File: src/rtl/sid_bus_pkg.sv
// sid_bus_pkg: shared constants, SID register map and FSM state type for
// the SID write-bus arbiter.
package sid_bus_pkg;

    localparam int unsigned SID_ADDR_W   = 5;
    localparam int unsigned SID_DATA_W   = 8;
    localparam int unsigned SID_NUM_REGS = 25;

    // First read-only register; writes at or above this address are dropped
    localparam logic [SID_ADDR_W-1:0] SID_RO_BASE  = 5'h19;

    localparam logic [SID_ADDR_W-1:0] REG_FREQ_LO  = 5'h00;
    localparam logic [SID_ADDR_W-1:0] REG_CTRL     = 5'h04;
    localparam logic [SID_ADDR_W-1:0] REG_AD       = 5'h05;
    localparam logic [SID_ADDR_W-1:0] REG_SR       = 5'h06;
    localparam logic [SID_ADDR_W-1:0] REG_FC_LO    = 5'h15;
    localparam logic [SID_ADDR_W-1:0] REG_RES_FILT = 5'h17;
    localparam logic [SID_ADDR_W-1:0] REG_MODE_VOL = 5'h18;

    typedef enum logic [1:0] {
        ST_RST    = 2'd0,
        ST_IDLE   = 2'd1,
        ST_STROBE = 2'd2,
        ST_GAP    = 2'd3
    } sid_state_e;

endpackage

File: src/rtl/sid_rr_arbiter.sv
// sid_rr_arbiter: round-robin picker over NREQ requesters.
// Ports:
//   clk, rst    - clock, synchronous active-high reset
//   i_req       - request vector
//   i_advance   - current pick accepted; next search starts after it
//   o_grant_c   - one-hot pick (combinational)
//   o_idx_c     - index of the pick (combinational)
//   o_any_c     - at least one request present (combinational)
module sid_rr_arbiter #(
    parameter int unsigned NREQ  = 4,
    parameter int unsigned IDX_W = (NREQ > 1) ? $clog2(NREQ) : 1
) (
    input  logic             clk,
    input  logic             rst,
    input  logic [NREQ-1:0]  i_req,
    input  logic             i_advance,
    output logic [NREQ-1:0]  o_grant_c,
    output logic [IDX_W-1:0] o_idx_c,
    output logic             o_any_c
);

    logic [IDX_W-1:0] r_ptr;
    int unsigned      w_cand;

    // Scan from r_ptr upward with wrap; first asserted request wins
    always_comb begin
        o_any_c   = 1'b0;
        o_idx_c   = '0;
        o_grant_c = '0;
        w_cand    = 0;
        for (int unsigned k = 0; k < NREQ; k++) begin
            w_cand = (32'(r_ptr) + k) % NREQ;
            if (!o_any_c && i_req[IDX_W'(w_cand)]) begin
                o_any_c = 1'b1;
                o_idx_c = IDX_W'(w_cand);
            end
        end
        if (o_any_c) begin
            o_grant_c[o_idx_c] = 1'b1;
        end
    end

    always_ff @(posedge clk) begin
        if (rst) begin
            r_ptr <= '0;
        end else if (i_advance) begin
            r_ptr <= (o_idx_c == IDX_W'(NREQ - 1)) ? '0 : o_idx_c + 1'b1;
        end
    end

endmodule

File: src/rtl/sid_bus_arbiter.sv
// sid_bus_arbiter: shares the SID write bus between NREQ requesters,
// generates phi2, the SID reset pulse and chip-select write strobes.
// Optional feature macro: SID_SHADOW_EN adds a readable shadow of all
// completed writes (shadow_raddr in, shadow_rdata out).
// Ports:
//   C6_CLK_8MHZ         - board clock
//   sid_reset           - synchronous active-high reset
//   req/req_addr/req_data - per-requester write request, address, data
//   ack                 - one-clock completion pulse to served requester
//   err                 - one-clock pulse when a read-only write is dropped
//   ready               - idle with SID out of reset
//   SID_CLK, SID_NOTRES, SID_NOTCS, SID_ADDR, SID_DATA - SID pins
module sid_bus_arbiter
    import sid_bus_pkg::*;
#(
    parameter int unsigned NREQ         = 4,
    parameter int unsigned CLKDIV_LOG2  = 4,
    parameter int unsigned RESET_CYCLES = 16
) (
    input  logic                       C6_CLK_8MHZ,
    input  logic                       sid_reset,
    input  logic [NREQ-1:0]            req,
    input  logic [SID_ADDR_W*NREQ-1:0] req_addr,
    input  logic [SID_DATA_W*NREQ-1:0] req_data,
    output logic [NREQ-1:0]            ack,
    output logic                       err,
    output logic                       ready,
    output logic                       SID_CLK,
    output logic                       SID_NOTRES,
    output logic                       SID_NOTCS,
    output logic [SID_ADDR_W-1:0]      SID_ADDR,
    output logic [SID_DATA_W-1:0]      SID_DATA
`ifdef SID_SHADOW_EN
    ,
    input  logic [SID_ADDR_W-1:0]      shadow_raddr,
    output logic [SID_DATA_W-1:0]      shadow_rdata
`endif
);

    localparam int unsigned IDX_W  = (NREQ > 1) ? $clog2(NREQ) : 1;
    localparam int unsigned RCNT_W = $clog2(RESET_CYCLES);
    localparam logic [CLKDIV_LOG2-1:0] DIV_LAST = CLKDIV_LOG2'(2**CLKDIV_LOG2 - 1);
    localparam logic [CLKDIV_LOG2-1:0] DIV_PRE  = CLKDIV_LOG2'(2**CLKDIV_LOG2 - 2);

    logic [CLKDIV_LOG2-1:0] r_div_cnt;
    sid_state_e             r_state, w_state_nxt;
    logic [RCNT_W-1:0]      r_rst_cnt, w_rst_cnt_nxt;
    logic [IDX_W-1:0]       r_win_idx, w_win_nxt;
    logic                   r_notres, w_notres_nxt;
    logic                   r_notcs, w_notcs_nxt;
    logic [SID_ADDR_W-1:0]  r_addr, w_addr_nxt;
    logic [SID_DATA_W-1:0]  r_data, w_data_nxt;
    logic [NREQ-1:0]        r_ack, w_ack_nxt;
    logic                   r_err, w_err_nxt;
    logic                   r_ready, w_ready_nxt;

    logic                   w_tick, w_pre_tick, w_advance, w_any;
    logic [NREQ-1:0]        w_grant;
    logic [IDX_W-1:0]       w_idx;
    logic [SID_ADDR_W-1:0]  w_sel_addr;
    logic [SID_DATA_W-1:0]  w_sel_data;

    assign w_tick     = (r_div_cnt == DIV_LAST);
    assign w_pre_tick = (r_div_cnt == DIV_PRE);

    sid_rr_arbiter #(
        .NREQ  (NREQ),
        .IDX_W (IDX_W)
    ) u_rr (
        .clk       (C6_CLK_8MHZ),
        .rst       (sid_reset),
        .i_req     (req),
        .i_advance (w_advance),
        .o_grant_c (w_grant),
        .o_idx_c   (w_idx),
        .o_any_c   (w_any)
    );

    // Address/data of the current pick
    always_comb begin
        w_sel_addr = '0;
        w_sel_data = '0;
        for (int unsigned i = 0; i < NREQ; i++) begin
            if (w_idx == IDX_W'(i)) begin
                w_sel_addr = req_addr[i*SID_ADDR_W +: SID_ADDR_W];
                w_sel_data = req_data[i*SID_DATA_W +: SID_DATA_W];
            end
        end
    end

    // Next state / next outputs; all transitions on tick. GAP's closing tick
    // arbitrates like IDLE so back-to-back writes run every two phi2 periods.
    always_comb begin
        w_state_nxt   = r_state;
        w_rst_cnt_nxt = r_rst_cnt;
        w_win_nxt     = r_win_idx;
        w_notres_nxt  = r_notres;
        w_notcs_nxt   = r_notcs;
        w_addr_nxt    = r_addr;
        w_data_nxt    = r_data;
        w_ack_nxt     = '0;
        w_err_nxt     = 1'b0;
        w_advance     = 1'b0;
        unique case (r_state)
            ST_RST: begin
                if (w_tick) begin
                    if (r_rst_cnt == RCNT_W'(RESET_CYCLES - 1)) begin
                        w_state_nxt   = ST_IDLE;
                        w_notres_nxt  = 1'b1;
                        w_rst_cnt_nxt = '0;
                    end else begin
                        w_rst_cnt_nxt = r_rst_cnt + 1'b1;
                    end
                end
            end
            ST_IDLE, ST_GAP: begin
                if (w_tick) begin
                    w_state_nxt = ST_IDLE;
                    if (w_any) begin
                        w_advance = 1'b1;
                        if (w_sel_addr < SID_RO_BASE) begin
                            w_state_nxt = ST_STROBE;
                            w_notcs_nxt = 1'b0;
                            w_addr_nxt  = w_sel_addr;
                            w_data_nxt  = w_sel_data;
                            w_win_nxt   = w_idx;
                        end else begin
                            w_ack_nxt = w_grant;
                            w_err_nxt = 1'b1;
                        end
                    end
                end
            end
            ST_STROBE: begin
                // ack registered one clock early so it coincides with the tick
                if (w_pre_tick) begin
                    w_ack_nxt = NREQ'(1) << r_win_idx;
                end
                if (w_tick) begin
                    w_notcs_nxt = 1'b1;
                    w_state_nxt = ST_GAP;
                end
            end
            default: begin
                w_state_nxt = ST_RST;
            end
        endcase
        w_ready_nxt = (w_state_nxt == ST_IDLE);
    end

    always_ff @(posedge C6_CLK_8MHZ) begin
        if (sid_reset) begin
            r_div_cnt <= '0;
            r_state   <= ST_RST;
            r_rst_cnt <= '0;
            r_win_idx <= '0;
            r_notres  <= 1'b0;
            r_notcs   <= 1'b1;
            r_addr    <= '0;
            r_data    <= '0;
            r_ack     <= '0;
            r_err     <= 1'b0;
            r_ready   <= 1'b0;
        end else begin
            r_div_cnt <= r_div_cnt + 1'b1;
            r_state   <= w_state_nxt;
            r_rst_cnt <= w_rst_cnt_nxt;
            r_win_idx <= w_win_nxt;
            r_notres  <= w_notres_nxt;
            r_notcs   <= w_notcs_nxt;
            r_addr    <= w_addr_nxt;
            r_data    <= w_data_nxt;
            r_ack     <= w_ack_nxt;
            r_err     <= w_err_nxt;
            r_ready   <= w_ready_nxt;
        end
    end

    assign SID_CLK    = r_div_cnt[CLKDIV_LOG2-1];
    assign SID_NOTRES = r_notres;
    assign SID_NOTCS  = r_notcs;
    assign SID_ADDR   = r_addr;
    assign SID_DATA   = r_data;
    assign ack        = r_ack;
    assign err        = r_err;
    assign ready      = r_ready;

`ifdef SID_SHADOW_EN
    logic [SID_DATA_W-1:0] r_shadow [SID_NUM_REGS];

    // Captured at the end of the ack clock of each completed write
    always_ff @(posedge C6_CLK_8MHZ) begin
        if (sid_reset) begin
            for (int unsigned i = 0; i < SID_NUM_REGS; i++) begin
                r_shadow[i] <= '0;
            end
        end else if (r_state == ST_STROBE && w_tick) begin
            r_shadow[r_addr] <= r_data;
        end
    end

    assign shadow_rdata = (shadow_raddr < SID_RO_BASE) ? r_shadow[shadow_raddr] : '0;
`endif

endmodule

File: config.mk
export PLATFORM = sky130hd
export DESIGN_NAME = sid_bus_arbiter
export DESIGN_NICKNAME = d
export VERILOG_FILES = /design/src/rtl/sid_bus_pkg.sv /design/src/rtl/sid_rr_arbiter.sv /design/src/rtl/sid_bus_arbiter.sv
export SDC_FILE = /design/constraint.sdc
export NUM_CORES = 1
export LEC_CHECK = 0
export ABC_CLOCK_PERIOD_IN_PS = 2500
export BUFFER_PORTS_ARGS = -buffer_cell sky130_fd_sc_hd__clkbuf_2
export CORE_AREA = 2 2 71 73
export CTS_CLUSTER_SIZE = 16
export DETAILED_ROUTE_END_ITERATION = 7
export DIE_AREA = 0 0 73 75
export PLACE_DENSITY = 0.77
export REMOVE_ABC_BUFFERS = 1
export SETUP_SLACK_MARGIN = 0.02
export SLEW_MARGIN = 5
export SYNTH_ARGS = -nofsm -noshare
export SYNTH_HDL_FRONTEND = slang
export SYNTH_HIERARCHICAL = 1
export SYNTH_SLANG_ARGS = --single-unit
File: constraint.sdc
create_clock -name C6_CLK_8MHZ -period 2.5 [get_ports C6_CLK_8MHZ]
set_clock_uncertainty 0.1 [all_clocks]
set_input_delay 0.375 -clock C6_CLK_8MHZ [delete_from_list [all_inputs] [get_ports C6_CLK_8MHZ]]
set_output_delay 0.375 -clock C6_CLK_8MHZ [all_outputs]
set_load 0.005 [all_outputs]
==> run_results.csv <==
group,metric,value,unit
run_status,outcome,"finished with violations",
run_status,violations,"negative setup slack",
cells_and_area,diodes,0,
worst_setup_path,cpMaxStageDelayCell,"mux4_2",
timing,period_share,1.03,
worst_setup_path,worstSetupPathDepth,9,
cells_and_area,layout.cells.non_filler,348,
worst_setup_path,reg2reg_depth,9,
floorplanning,initial_core_util,0.418,
timing,worst_slew_pin_slew,0.664,ns
floorplanning,boundaryPins,80,
timing,worst_slack,-0.0726,ns
global_routing,antenna_found_initial,0,
global_routing,grt_pass1_wl,7850,um
clocking,cts_buffer_depth,2,
timing,maxSlewHeadroom,0.553,
worst_setup_path,crit_end,"SID_ADDR[0]",
place,dp_hpwl,3830,um
clocking,cts_tree,"built",
cells_and_area,synthToLayoutAreaGrowth,41.1,%
synth,yosysSeqAreaShare,0.360,
cells_and_area,drive_gt1_frac,0.517,
timing,finalSetupViolCount,20,
clocking,clockRootBuffer,"clkbuf_8",
worst_setup_path,crit_path_end_kind,"flop",
cells_and_area,fillCellCount,400,
clocking,numCtsBuffers,5,
worst_setup_path,crit_path_start_kind,"flop",
worst_setup_path,reg2reg_to,"SID_ADDR[0]",
synth,synth_edf_count,0,
timing,fmax,389,MHz
synth,ys_top_cells_by_area,"dfxtp_1 36%, mux4_2 13%, ha_1 4.5%",
worst_setup_path,worstSetupStartpoint,"u_rr/r_ptr[1]",
worst_setup_path,crit_family,"multiplexers",
global_routing,overflow,0,
detailed_routing,totalWireLength,5120,um
worst_hold_path,hp-class,"in -> reg",
worst_setup_path,worstSetupPathType,"reg -> reg",
synth,synth_area_leader_cell,"dfxtp_1",
synth,async_reset_ff_frac,0,
pwr,swShare,0.250,
cells_and_area,num-nets-final,358,
floorplanning,die_h,75,um
clocking,clk_pin_slew_worst_paths,0.07,ns
worst_hold_path,hold_start,"sid_reset",
place,gp_congestion,0.789,
synth,yosysMostFrequentCell,"dfxtp_1",
synth,ys_seq_elements,35,
timing,tns,-0.668,ns
synth,yosysTopAreaCellShare,0.360,
worst_setup_path,cp_data_arrival_time,2.64,ns
worst_setup_path,critPathRequiredTime,2.57,ns
clocking,htreeDepth,2,
detailed_routing,vias_per_cell,5.52,
floorplanning,die_area,5480,um2
worst_setup_path,cp_cell_sequence,"mux2i_4, nor2_2, nor2_2, buf_6, mux4_2, buf_6, o311a_4, o21ai_2, a21oi_1",
pwr,vdd_drop_max,228,uV
pwr,pwr-share-comb,0.196,
pwr,p_int,945,uW
pwr,p_sw,315,uW
floorplanning,core,4660,um2
detailed_routing,drt_iter0_markers,76,
detailed_routing,routedWlPerCell,14.7,um
worst_setup_path,crit_fanout,7,
pwr,power_density,458,nW/um2
synth,synthesis.instances,191,
global_routing,grtUsageTotal,0.189,
flow_run,maxCapViolations,0,
worst_setup_path,cp_slowest_stage_delay,0.58,ns
timing,period_needed,2.57,ns
pwr,leakage,1.19,nW
global_routing,grt_max_degree,26,
floorplanning,std_cell_rows,25,
synth,synth_ff_type,"dfxtp_1",
worst_setup_path,regToRegSetupSlack,-0.07,ns
clocking,cts_hold_buf,0,
cells_and_area,fin_util,0.590,
detailed_routing,num_vias,1920,
detailed_routing,dr.pass1.iters,4,
clocking,insertion_delay,0.29,ns
place,place_inst,335,
worst_setup_path,critical_path_buf_inv_count,2,
synth,netlist_area,1950,um2
detailed_routing,drc_errors,0,
timing,rsz0062_at_grt,"yes",
worst_setup_path,r2r_start,"u_rr/r_ptr[1]",
detailed_routing,ant_nets,0,
synth,syn_area_per_cell,10.2,um2
clocking,clkSinkCount,35,
floorplanning,die_w,73,um
global_routing,grt_pass1_vias,1825,
synth,synth.distinct_cells,48,
place,io_buffers,79,
synth,ys_warn_count,6,
pwr,pwr-share-seq,0.448,
pwr,power_frac_clock,0.356,
timing,finalHoldViolCount,0,
synth,synthTopCellsByCount,"35 x dfxtp_1, 17 x a21oi_1, 15 x nand3_1",
timing,drv_slew,0,
-- power groups by stage --
| stage | logic, mW | clock network (mW) | registers [mW] |
|---|---|---|---|
| 2_1_floorplan | 0.105 | 0 | 0.578 |
| 3_3_place_gp | 0.206 | 0 | 0.578 |
| 3_5_place_dp | 0.210 | 0 | 0.579 |
| 4_1_cts | 0.229 | 0.464 | 0.566 |
| 5_1_grt | 0.266 | 0.486 | 0.565 |
| 6_report | 0.247 | 0.448 | 0.565 |
-- how the worst min path moves through the flow --
| stage | end | slack [ns] | cells past startpoint |
|---|---|---|---|
| after floorplan | r_div_cnt[0] | 0.33 | 1 |
| after global placement | r_div_cnt[0] | 0.35 | 1 |
| after detailed placement | r_div_cnt[0] | 0.35 | 1 |
| after CTS | r_state[1] | 0.24 | 2 |
| after global routing | r_state[1] | 0.25 | 2 |
| final | r_state[1] | 0.24 | 2 |
-- state kept, by name, summed over array words and instances, names as in the netlist, 2 cells and up --
name and count:
SID_ADDR 5, SID_DATA 8, ack 4, r_div_cnt 4, r_rst_cnt 4, r_state 2
r_win_idx 2, u_rr/r_ptr 2
-- what timing repair did --
item / 4_1_cts / 5_1_grt
pin swaps: 2 / 9
gates resized for setup: 10 / 19
setup buffers: 2 / 1
setup endpoints to repair: 22 / 22
gates cloned: 1 / 1
-- metrics by stage --
step	power (mW)	hold slack [ns]	area, um2	setup slack, ns
floorplan	0.683	0.330	1860	-0.969
global placement	0.785	0.346	2500	-0.123
detailed placement	0.789	0.354	2500	-0.165
CTS	1.26	0.237	2660	-0.0366
global route	1.32	0.255	2750	-0.161
finish	1.26	0.239	2750	-0.0726
-- metal layers --
layer,GRT usage,vias to the layer above,routed length [um]
met5,0,-,0
met3,0.0562,10,321
met2,0.330,77,2630
li1,-,933,-
met1,0.213,900,2050
met4,0.0885,0,112
-- cell families after synthesis --
family                   Yosys count  share of synthesized area
AO/OA/AOI/OAI                     54                      0.202
XOR/XNOR                           3                     0.0135
adder cells (fa/ha/maj)            7                     0.0450
buffers and inverters             21                     0.0616
flip-flops                        35                      0.360
multiplexers                      16                      0.170
AND/OR/NAND/NOR                   55                      0.148
-- cells in the final DEF, fill, tap and decap left out, types with 2 or more instances in the layout --
master    netlist  layout
mux4_1          2       2
clkbuf_8        0       7
nor2_2          1       2
clkbuf_2        1      79
a21o_1          2       2
o21ai_2         0       5
o22ai_1         2       2
o311a_4         1       2
nand2_1         6       6
a21oi_2         0       2
dfxtp_1        35      34
a21oi_1        17      15
nor2_1         12      10
a32o_1          4       4
buf_4           2      24
nand4_1         2       2
nor2b_1         5       5
ha_1            7       7
mux2i_1         3       2
nor4_1          2       2
nand3_1        15      13
nand3_2         0       2
and3_1          2       2
o21ai_1        10       9
o221a_2         2       2
a31o_2          2       2
nor3_2          0       2
mux4_2         11      11
inv_1           9       9
xor2_1          2       2
buf_6           4       3
-- area by class of cell --
type | count | area (um2) | share of cell area
Timing Repair Buffer | 106 | 609 | 0.222
Inverter | 9 | 33.8 | 0.0123
Clock buffer | 8 | 100 | 0.0364
Tap cell | 54 | 67.6 | 0.0246
Multi-Input combinational cell | 136 | 1230 | 0.449
Sequential cell | 35 | 704 | 0.256
(Power assumes the default switching activity.)
